**src/rtl/vga_frame_buffer_writer.sv**
```systemverilog
// Avalon-ST sink to Avalon-MM write master: writes one frame per packet into the SDRAM frame buffer.
// Define VGA_FB_WRITER_CLIP_EN to discard overflow words; by default overflow wraps to the frame base.
module vga_frame_buffer_writer #(
    parameter int                       MM_ADDR_WIDTH    = 32,
    parameter int                       MM_DATA_WIDTH    = 32,
    parameter logic [MM_ADDR_WIDTH-1:0] MM_START_ADDRESS = '0,
    parameter int                       MM_FRAME_SIZE    = 640 * 480 * 16 / 8
) (
    input  logic                       clk,
    input  logic                       reset,
    input  logic                       address_wr,
    input  logic [MM_ADDR_WIDTH-1:0]   address,
    input  logic                       st_valid,
    output logic                       st_ready,
    input  logic [MM_DATA_WIDTH-1:0]   st_data,
    input  logic                       st_startofpacket,
    input  logic                       st_endofpacket,
    output logic                       mm_write,
    output logic [MM_ADDR_WIDTH-1:0]   mm_address,
    output logic [MM_DATA_WIDTH/8-1:0] mm_byteenable,
    output logic [MM_DATA_WIDTH-1:0]   mm_writedata,
    input  logic                       mm_waitrequest,
    output logic                       frame_done,
    output logic                       frame_error
);

    localparam int BPW = MM_DATA_WIDTH / 8;
    localparam logic [MM_ADDR_WIDTH-1:0] BPW_A   = MM_ADDR_WIDTH'(BPW);
    localparam logic [MM_ADDR_WIDTH-1:0] FRAME_A = MM_ADDR_WIDTH'(MM_FRAME_SIZE);

    typedef enum logic [1:0] {
        ST_IDLE,
        ST_WRITING,
        ST_DRAIN,
        ST_FLUSH
    } state_t;

    state_t                     state_reg, state_next;
    logic [MM_ADDR_WIDTH-1:0]   base_reg;
    logic [MM_ADDR_WIDTH-1:0]   frame_base_reg, frame_base_next;
    logic [MM_ADDR_WIDTH-1:0]   end_reg, end_next;
    logic [MM_ADDR_WIDTH-1:0]   wr_ptr_reg, wr_ptr_next;
    logic                       err_reg, err_next;
    logic                       mm_write_reg, mm_write_next;
    logic [MM_ADDR_WIDTH-1:0]   mm_address_reg, mm_address_next;
    logic [MM_DATA_WIDTH-1:0]   mm_writedata_reg, mm_writedata_next;
    logic                       pulse_done_reg, pulse_done_next;
    logic                       pulse_err_reg, pulse_err_next;

    logic                       beat_acc;
    logic                       do_start;
    logic                       do_write;
    logic                       flush_done;
    logic [MM_ADDR_WIDTH-1:0]   write_addr;

    genvar gi;
    generate
        for (gi = 0; gi < BPW; gi++) begin : g_byteenable
            assign mm_byteenable[gi] = 1'b1;
        end
    endgenerate

    assign st_ready     = (state_reg != ST_FLUSH) && !(mm_write_reg && mm_waitrequest);
    assign beat_acc     = st_valid && st_ready;
    assign mm_write     = mm_write_reg;
    assign mm_address   = mm_address_reg;
    assign mm_writedata = mm_writedata_reg;
    // FLUSH completion is reported in the cycle the last write is seen taken (or the bus is already idle).
    assign frame_done   = pulse_done_reg || flush_done;
    assign frame_error  = pulse_err_reg || (flush_done && err_reg);

    always_comb begin
        state_next        = state_reg;
        frame_base_next   = frame_base_reg;
        end_next          = end_reg;
        wr_ptr_next       = wr_ptr_reg;
        err_next          = err_reg;
        mm_write_next     = mm_write_reg && mm_waitrequest;
        mm_address_next   = mm_address_reg;
        mm_writedata_next = mm_writedata_reg;
        pulse_done_next   = 1'b0;
        pulse_err_next    = 1'b0;
        do_start          = 1'b0;
        do_write          = 1'b0;
        flush_done        = 1'b0;
        write_addr        = wr_ptr_reg;

        case (state_reg)
            ST_IDLE: begin
                if (beat_acc && st_startofpacket) begin
                    if (st_endofpacket) begin
                        pulse_done_next = 1'b1;
                        pulse_err_next  = 1'b1;
                    end else begin
                        do_start = 1'b1;
                    end
                end
            end
            ST_WRITING: begin
                if (beat_acc) begin
                    if (st_endofpacket) begin
                        state_next = ST_FLUSH;
                        if (wr_ptr_reg != end_reg) begin
                            err_next = 1'b1;
                        end
                    end else if (st_startofpacket) begin
                        do_start       = 1'b1;
                        pulse_err_next = 1'b1;
                    end else if (wr_ptr_reg == end_reg) begin
                        err_next = 1'b1;
`ifdef VGA_FB_WRITER_CLIP_EN
                        state_next = ST_DRAIN;
`else
                        do_write   = 1'b1;
                        write_addr = frame_base_reg;
`endif
                    end else begin
                        do_write = 1'b1;
                    end
                end
            end
            ST_DRAIN: begin
                if (beat_acc && st_endofpacket) begin
                    state_next = ST_FLUSH;
                end
            end
            ST_FLUSH: begin
                if (!mm_write_reg || !mm_waitrequest) begin
                    flush_done = 1'b1;
                    state_next = ST_IDLE;
                end
            end
            default: begin
                state_next = ST_IDLE;
            end
        endcase

        // A start (fresh sop or abort-restart) always uses the base register as it was before this edge.
        if (do_start) begin
            state_next      = ST_WRITING;
            frame_base_next = base_reg;
            end_next        = base_reg + FRAME_A;
            err_next        = 1'b0;
            do_write        = 1'b1;
            write_addr      = base_reg;
        end

        if (do_write) begin
            mm_write_next     = 1'b1;
            mm_address_next   = write_addr;
            mm_writedata_next = st_data;
            wr_ptr_next       = write_addr + BPW_A;
        end
    end

    always_ff @(posedge clk or posedge reset) begin
        if (reset) begin
            state_reg        <= ST_IDLE;
            base_reg         <= MM_START_ADDRESS;
            frame_base_reg   <= MM_START_ADDRESS;
            end_reg          <= '0;
            wr_ptr_reg       <= '0;
            err_reg          <= 1'b0;
            mm_write_reg     <= 1'b0;
            mm_address_reg   <= '0;
            mm_writedata_reg <= '0;
            pulse_done_reg   <= 1'b0;
            pulse_err_reg    <= 1'b0;
        end else begin
            state_reg        <= state_next;
            frame_base_reg   <= frame_base_next;
            end_reg          <= end_next;
            wr_ptr_reg       <= wr_ptr_next;
            err_reg          <= err_next;
            mm_write_reg     <= mm_write_next;
            mm_address_reg   <= mm_address_next;
            mm_writedata_reg <= mm_writedata_next;
            pulse_done_reg   <= pulse_done_next;
            pulse_err_reg    <= pulse_err_next;
            if (address_wr) begin
                base_reg <= address;
            end
        end
    end

endmodule
```
**config.mk**
```make
export PLATFORM = sky130hd
export DESIGN_NAME = vga_frame_buffer_writer
export DESIGN_NICKNAME = d
export VERILOG_FILES = /design/src/rtl/vga_frame_buffer_writer.sv
export SDC_FILE = /design/constraint.sdc
export NUM_CORES = 1
export LEC_CHECK = 0
export ABC_AREA = 1
export BUFFER_PORTS_ARGS = -buffer_cell sky130_fd_sc_hd__buf_4
export CORE_MARGIN = 1.5
export CORE_UTILIZATION = 30
export CTS_CLUSTER_SIZE = 40
export DETAILED_ROUTE_END_ITERATION = 16
export PLACE_DENSITY = 0.48
export SLEW_MARGIN = 20
export SYNTH_ARGS = -nofsm -noshare
export SYNTH_HDL_FRONTEND = slang
export SYNTH_SLANG_ARGS = --single-unit
```
**constraint.sdc**
```tcl
create_clock -name clk -period 8.7 [get_ports clk]
set_input_delay 1.74 -clock clk [delete_from_list [all_inputs] [get_ports clk]]
set_output_delay 1.74 -clock clk [all_outputs]
set_load 0.005 [all_outputs]
```
=== Word-level counts from Yosys, hierarchy flattened ===
Index checks and enable logic that the tools add are counted.
W data, S select, Z words.

* Register bits after elaboration: 198
* Bits in latches: 0
* Bits in writable memories: 0
* Memory bits (read-only): 0
* Input port bits: 71
* Output and inout bits: 72
* Word-level logic and storage cells: 81
* Memories: 0

* Add/sub/neg operators: 2
* Multiply operators: 0
* Divide/modulo/power cells: 0
* Magnitude comparators: 0
* Eq/ne operators: 12
* Shift-type cells: 0
* Mux-type cells: 37
* Bitwise logic cells: 0
* Reduce and logical (&&, ||, !) cells: 19

{| class="wikitable"
|+ Operators with widths
! kind !! count
|-
| $mux W32 || 6
|-
| $add A32 B20 Y32 const B || 1
|-
| $add A32 B3 Y32 const B || 1
|-
| $eq A32 B32 Y1 || 1
|-
| $ne A32 B32 Y1 || 1
|-
| $mux W1 || 23
|-
| $ne A3 B3 Y1 const B || 4
|-
| $mux W2 || 5
|-
| $reduce_and A5 Y1 || 2
|-
| $logic_and A1 B1 Y1 || 6
|-
| $ne A3 B1 Y1 const B || 2
|-
| $pmux W2 S3 || 1
|-
| $eq A2 B2 Y1 const B || 2
|-
| $pmux W1 S2 || 2
|-
| $reduce_bool A2 Y1 || 2
|-
| $reduce_bool A4 Y1 || 1
|-
| $logic_not A1 Y1 || 3
|-
| $logic_or A1 B1 Y1 || 3
|-
| $reduce_bool A3 Y1 || 1
|-
| $eq A2 B1 Y1 const B || 1
|-
| $logic_not A2 Y1 || 1
|-
| $ne A2 B2 Y1 const B || 1
|}

=== Logic depth before layout (Yosys ltp) ===
* Depth in word-level cells: 9
* Mapped depth: 21
* Mapped depth without buffers: 20

=== Worst setup path before layout ===
OpenSTA, ideal clock, no wires.

* Path kind: input to register
* From: in mm_waitrequest
* To: reg wr_ptr_reg[30]
* Library setup time: 0.116 ns
* Arrival time: 3.685 ns
* Required time: 8.584 ns
* Slack: 4.898 ns
* Stages: 19
* Buffers on the path: 1
* Cells stage by stage: nand2_2 -> nand3_4 -> nor2_4 -> o21ai_2 -> buf_6 -> nand2_1 -> o21ai_2 -> inv_1 -> ha_1 -> inv_1 -> or2_4 -> nor2_4 -> nand4_1 -> nor2_1 -> nand2_4 -> nor2_8 -> nand3_2 -> nand3_1 -> nand2_1

* Longest elaborated chain between the ends: 9
* Elaborated cells on any way between the ends: 15
* Classes of those cells: add/sub (1); mux (9); reduce/logical (5)

{| class="wikitable"
|+ Ends and longest elaborated chain
! element !! RTL line !! RTL
|-
| from (decl) || 22 || <nowiki>input logic mm_waitrequest,</nowiki>
|-
| $logic_and A1 B1 Y1 * || 63 || <nowiki>assign st_ready = (state_reg != ST_FLUSH) && !(mm_write_reg && mm_waitrequest);</nowiki>
|-
| $logic_not A1 Y1 * || 63 ||
|-
| $logic_and A1 B1 Y1 * || 63 ||
|-
| $logic_and A1 B1 Y1 * || 64 || <nowiki>assign beat_acc = st_valid && st_ready;</nowiki>
|-
| $logic_and A1 B1 Y1 || 90 || <nowiki>if (beat_acc && st_startofpacket) begin</nowiki>
|-
| $mux W1 || 90 ||
|-
| $pmux W1 S2 || 88 || <nowiki>case (state_reg)</nowiki>
|-
| $mux W32 * || 139 || <nowiki>if (do_start) begin</nowiki>
|-
| via write_addr[2] || 54 || <nowiki>logic [MM_ADDR_WIDTH-1:0] write_addr;</nowiki>
|-
| $add A32 B3 Y32 * || 152 || <nowiki>wr_ptr_next = write_addr + BPW_A;</nowiki>
|-
| to (signal assigned) || 173 || <nowiki>wr_ptr_reg <= wr_ptr_next;</nowiki>
|-
| to (decl) || 42 || <nowiki>logic [MM_ADDR_WIDTH-1:0] wr_ptr_reg, wr_ptr_next;</nowiki>
|}

The timed path passes the listed nets; every way through them passes the cells marked *.
A chain may end at the register's enable or synchronous reset.

=== Worst setup path after layout ===
* From: in mm_waitrequest
* To: reg wr_ptr_reg[12]

* Longest elaborated chain between the ends: 9
* Elaborated cells on any way between the ends: 15
* Classes of those cells: add/sub (1); mux (9); reduce/logical (5)

{| class="wikitable"
|+ Ends and longest elaborated chain
! element !! RTL line
|-
| $logic_and A1 B1 Y1 * || 63
|-
| $logic_not A1 Y1 * || 63
|-
| $logic_and A1 B1 Y1 * || 63
|-
| $logic_and A1 B1 Y1 * || 64
|-
| $logic_and A1 B1 Y1 || 90
|-
| $mux W1 || 90
|-
| $pmux W1 S2 || 88
|-
| $mux W32 || 139
|-
| $add A32 B3 Y32 || 152
|}

Every way passes the cells marked *; elsewhere a longest branch is shown, timed or not.

==> metrics.md <==
| Metric | Value |
|---|---|
| Status | finished clean |
| Clock sinks | approximately 180 |
| CTS tree | done |
| RSZ-0062 raised after global routing | no |
| Initial cell density of the core | 0.3034 |
| DR iter-0 viols | approximately 520 |
| Area taken by multi-input logic gates | slightly below 0.004 sq mm |
| Main combinational cell family by area after synthesis | simple AND/OR/NAND/NOR gates |
| Largest net degree at the start of global routing | ~130 |
| Fin nets | about 1,400 |
| Fill cells | around 3,200 |
| Worst Max-Slew Pin Slew | about 950 ps |
| Routed length per placed instance | 14.33 microns |
| Mean Syn Cell Area | approximately 8 sq um |
| CORE AREA | roughly 0.03 sq mm |
| Post-DR vias/cell | between 4 and 5 |
| Root buffer selected by CTS | clkbuf_16 |
| CTS H-tree lvls | 4 |
| Initial antenna violation count | 0 |
| First-pass GRT wire length | slightly below 40,000 microns |
| Setup violators final | 0 |
| Mapped Cells | 1,163 |
| Worst hold path type | register to register |
| Clk buf depth | 2 |
| GRT Total Usage | 0.1575 |
| Peak VDD IR | between 150 and 200 uV |
| Post-synthesis compound-gate area fraction | 0.09772 |
| Layout cells sized above 1 | 0.2006 |
| Hold-fix buffers, CTS | 0 |
| Number of diodes | 0 |
| Async set-or-reset flop fraction in the synthesized netlist | 1.000 |
| Maxcap violations | 0 |
| Die footprint | 0.03183 sq mm |
| First-pass iteration count of the detailed router | 5 |
| Slew Viols, Final | 0 |
| Cell Area, Synth | slightly above 0.009 sq mm |
| Die boundary width | approximately 180 microns |
| XOR/XNOR Fraction of Synth Area | 0.02277 |
| Tmin final | between 4000 and 5000 ps |
| Post-detailed-route DRC marker count | 0 |
| DP HPWL | between 15,000 and 20,000 microns |
| Synth Register Bits | 183 |
| Power density cells | 314.7 mW/mm^2 |
| Worst path required time | about 9000 ps |
| Period Utilization, post-route | 0.4994 |
| Post-synthesis sequential area ratio | 0.4961 |
| Total CTS buffers | 17 |
| Total congestion overflow | 0 |
| Fmax | 230.2 MHz |
| Routability cong. | 0.7677 |
| Fin. Hold Viols | 0 |
| CP Max Fanout | 57 |
| Worst-path clk slew | approximately 70 ps |
| Data arrival time of the critical path | roughly 4700 ps |
| Post-synthesis adder-cell area fraction | 0.008132 |
| P_leak | 5.620 nW |
| Ys Warns | 0 |
| Simple-gate area share of the yosys netlist | 0.2849 |
| Synth cell types | 47 |
| Commonest non-fill, non-tap cell in the layout | nand2_1 |
| Commonest non-fill, non-tap cells in the layout | 373 x nand2_1, 183 x dfrtp_1, 145 x buf_4, 115 x inv_1, 112 x nor2_1 |
| Postcts setup bufs | 0 |
| Mux share of post-synthesis cell area | 0.007319 |
| Number of synthesized flops with an enable pin | 0 |
| Post-route ant nets | 0 |
| Clk_lat worst skew | about 430 ps |
| Startpoint types | primary input |
| Final wirelength | between 20,000 and 25,000 microns |
| CTS resizes | 0 |
| Max-slew headroom | 0.3680 |
| Critical path type | primary input to register |
| Main synth FF type | dfrtp_1 |
| Die height | 178.4 microns |
| Reg area | ~0.0046 sq mm |
| Port Buf Inserts | between 100 and 150 |
| Fin Clk Skew | roughly 14 ps |
| Row count | between 60 and 70 |
| Vias in the first global route | around 7,100 |
| Setup TNS | 0 ps |
| Area growth, synth to finish | 20.90% |
| I/O pin total | ~140 |
| Critical path endpoint category | register |
| Total power | around 0.0035 W |
| Via Count | between 7,000 and 8,000 |
per-stage QoR:
step / hold WS, ps / cells / util / setup WS, ps / area (sq um)
2_1_floorplan: 435.6 / 1166 / - / 1988 / 9243
3_3_place_gp: 460.5 / 1655 / 0.3477 / 3934 / 10580
3_5_place_dp: 465.6 / 1655 / 0.3477 / 3861 / 10580
4_1_cts: 481.2 / 1687 / 0.3668 / 4302 / 11160
5_1_grt: 507.3 / 1687 / 0.3668 / 4096 / 11160
6_report: 481.3 / 1687 / 0.3668 / 4356 / 11160
cell type report:
| type | instances | area share |
|---|---|---|
| inverter | 131 | 0.04484 |
| sequential | 183 | 0.4103 |
| timing repair buffer | 145 | 0.09753 |
| multi-input combinational | 800 | 0.3508 |
| tap | 396 | 0.04439 |
| clock inverter | 13 | 0.01244 |
| clock buffer | 19 | 0.03969 |
cells in the mapped netlist (all sizes together), types with 6 or more instances:
library cell,number,area share
o21ai,122,0.068
nand2,395,0.17
xnor2,19,0.018
ha,6,0.0081
nor3,6,0.0050
clkbuf,19,0.0077
nor2,129,0.062
mux2,6,0.0073
inv,130,0.053
buf,33,0.022
nand3,44,0.033
nand4,21,0.014
a21oi,15,0.0089
o21bai,9,0.0073
dfrtp,183,0.50
critical path, stage by stage:
cell	delay [ps]
buf_4	80
nand2_2	80
nand3_4	100
nor2_4	50
o21ai_4	260
inv_2	120
nor2_4	100
buf_4	320
clkinv_2	660
buf_4	580
o21ai_0	180
mux2_2	350
cells by family (layout without fill, tap and decap cells):
logic type / after synthesis / in the layout
AOI/OAI and AO/OA: 162 / 162
and+or+nand+nor: 598 / 598
muxes: 6 / 6
xor gates and xnor gates: 24 / 24
other: 1 / 4
adders and majority gates: 6 / 6
DFF: 183 / 183
buffers and inverters: 183 / 308
where the power goes:
part           total, W  internal, W  switching, W
combinational   0.00132     0.000584      0.000736
clock          0.000786     0.000412      0.000373
sequential      0.00141      0.00119      0.000219
total           0.00351      0.00218       0.00133
metal layers:
metal / part of all wire / GRT usage / wire length, microns / vias up
li1: - / - / - / 3873
met1: 0.55 / 0.2525 / 13310 / 3464
met2: 0.41 / 0.2217 / 9952 / 126
met3: 0.031 / 0.02067 / 738 / 9
met4: 0.0072 / 0.03125 / 173 / 0
met5: 0 / 0 / 0 / -
final timing paths:
kind	end	slack, ps	start	depth (start not counted)
hold reg to reg	frame_base_reg[29]	480	frame_base_reg[29]	2
hold / removal	frame_base_reg[29]	480	frame_base_reg[29]	2
setup / recovery	wr_ptr_reg[12]	4360	mm_waitrequest	12
setup reg to reg	wr_ptr_reg[12]	4850	state_reg[1]	10
max in group asynchronous	base_reg[10]	5850	reset	3
min in group asynchronous	mm_address[7]	1490	reset	2
Power figures use the tool's default switching activity.
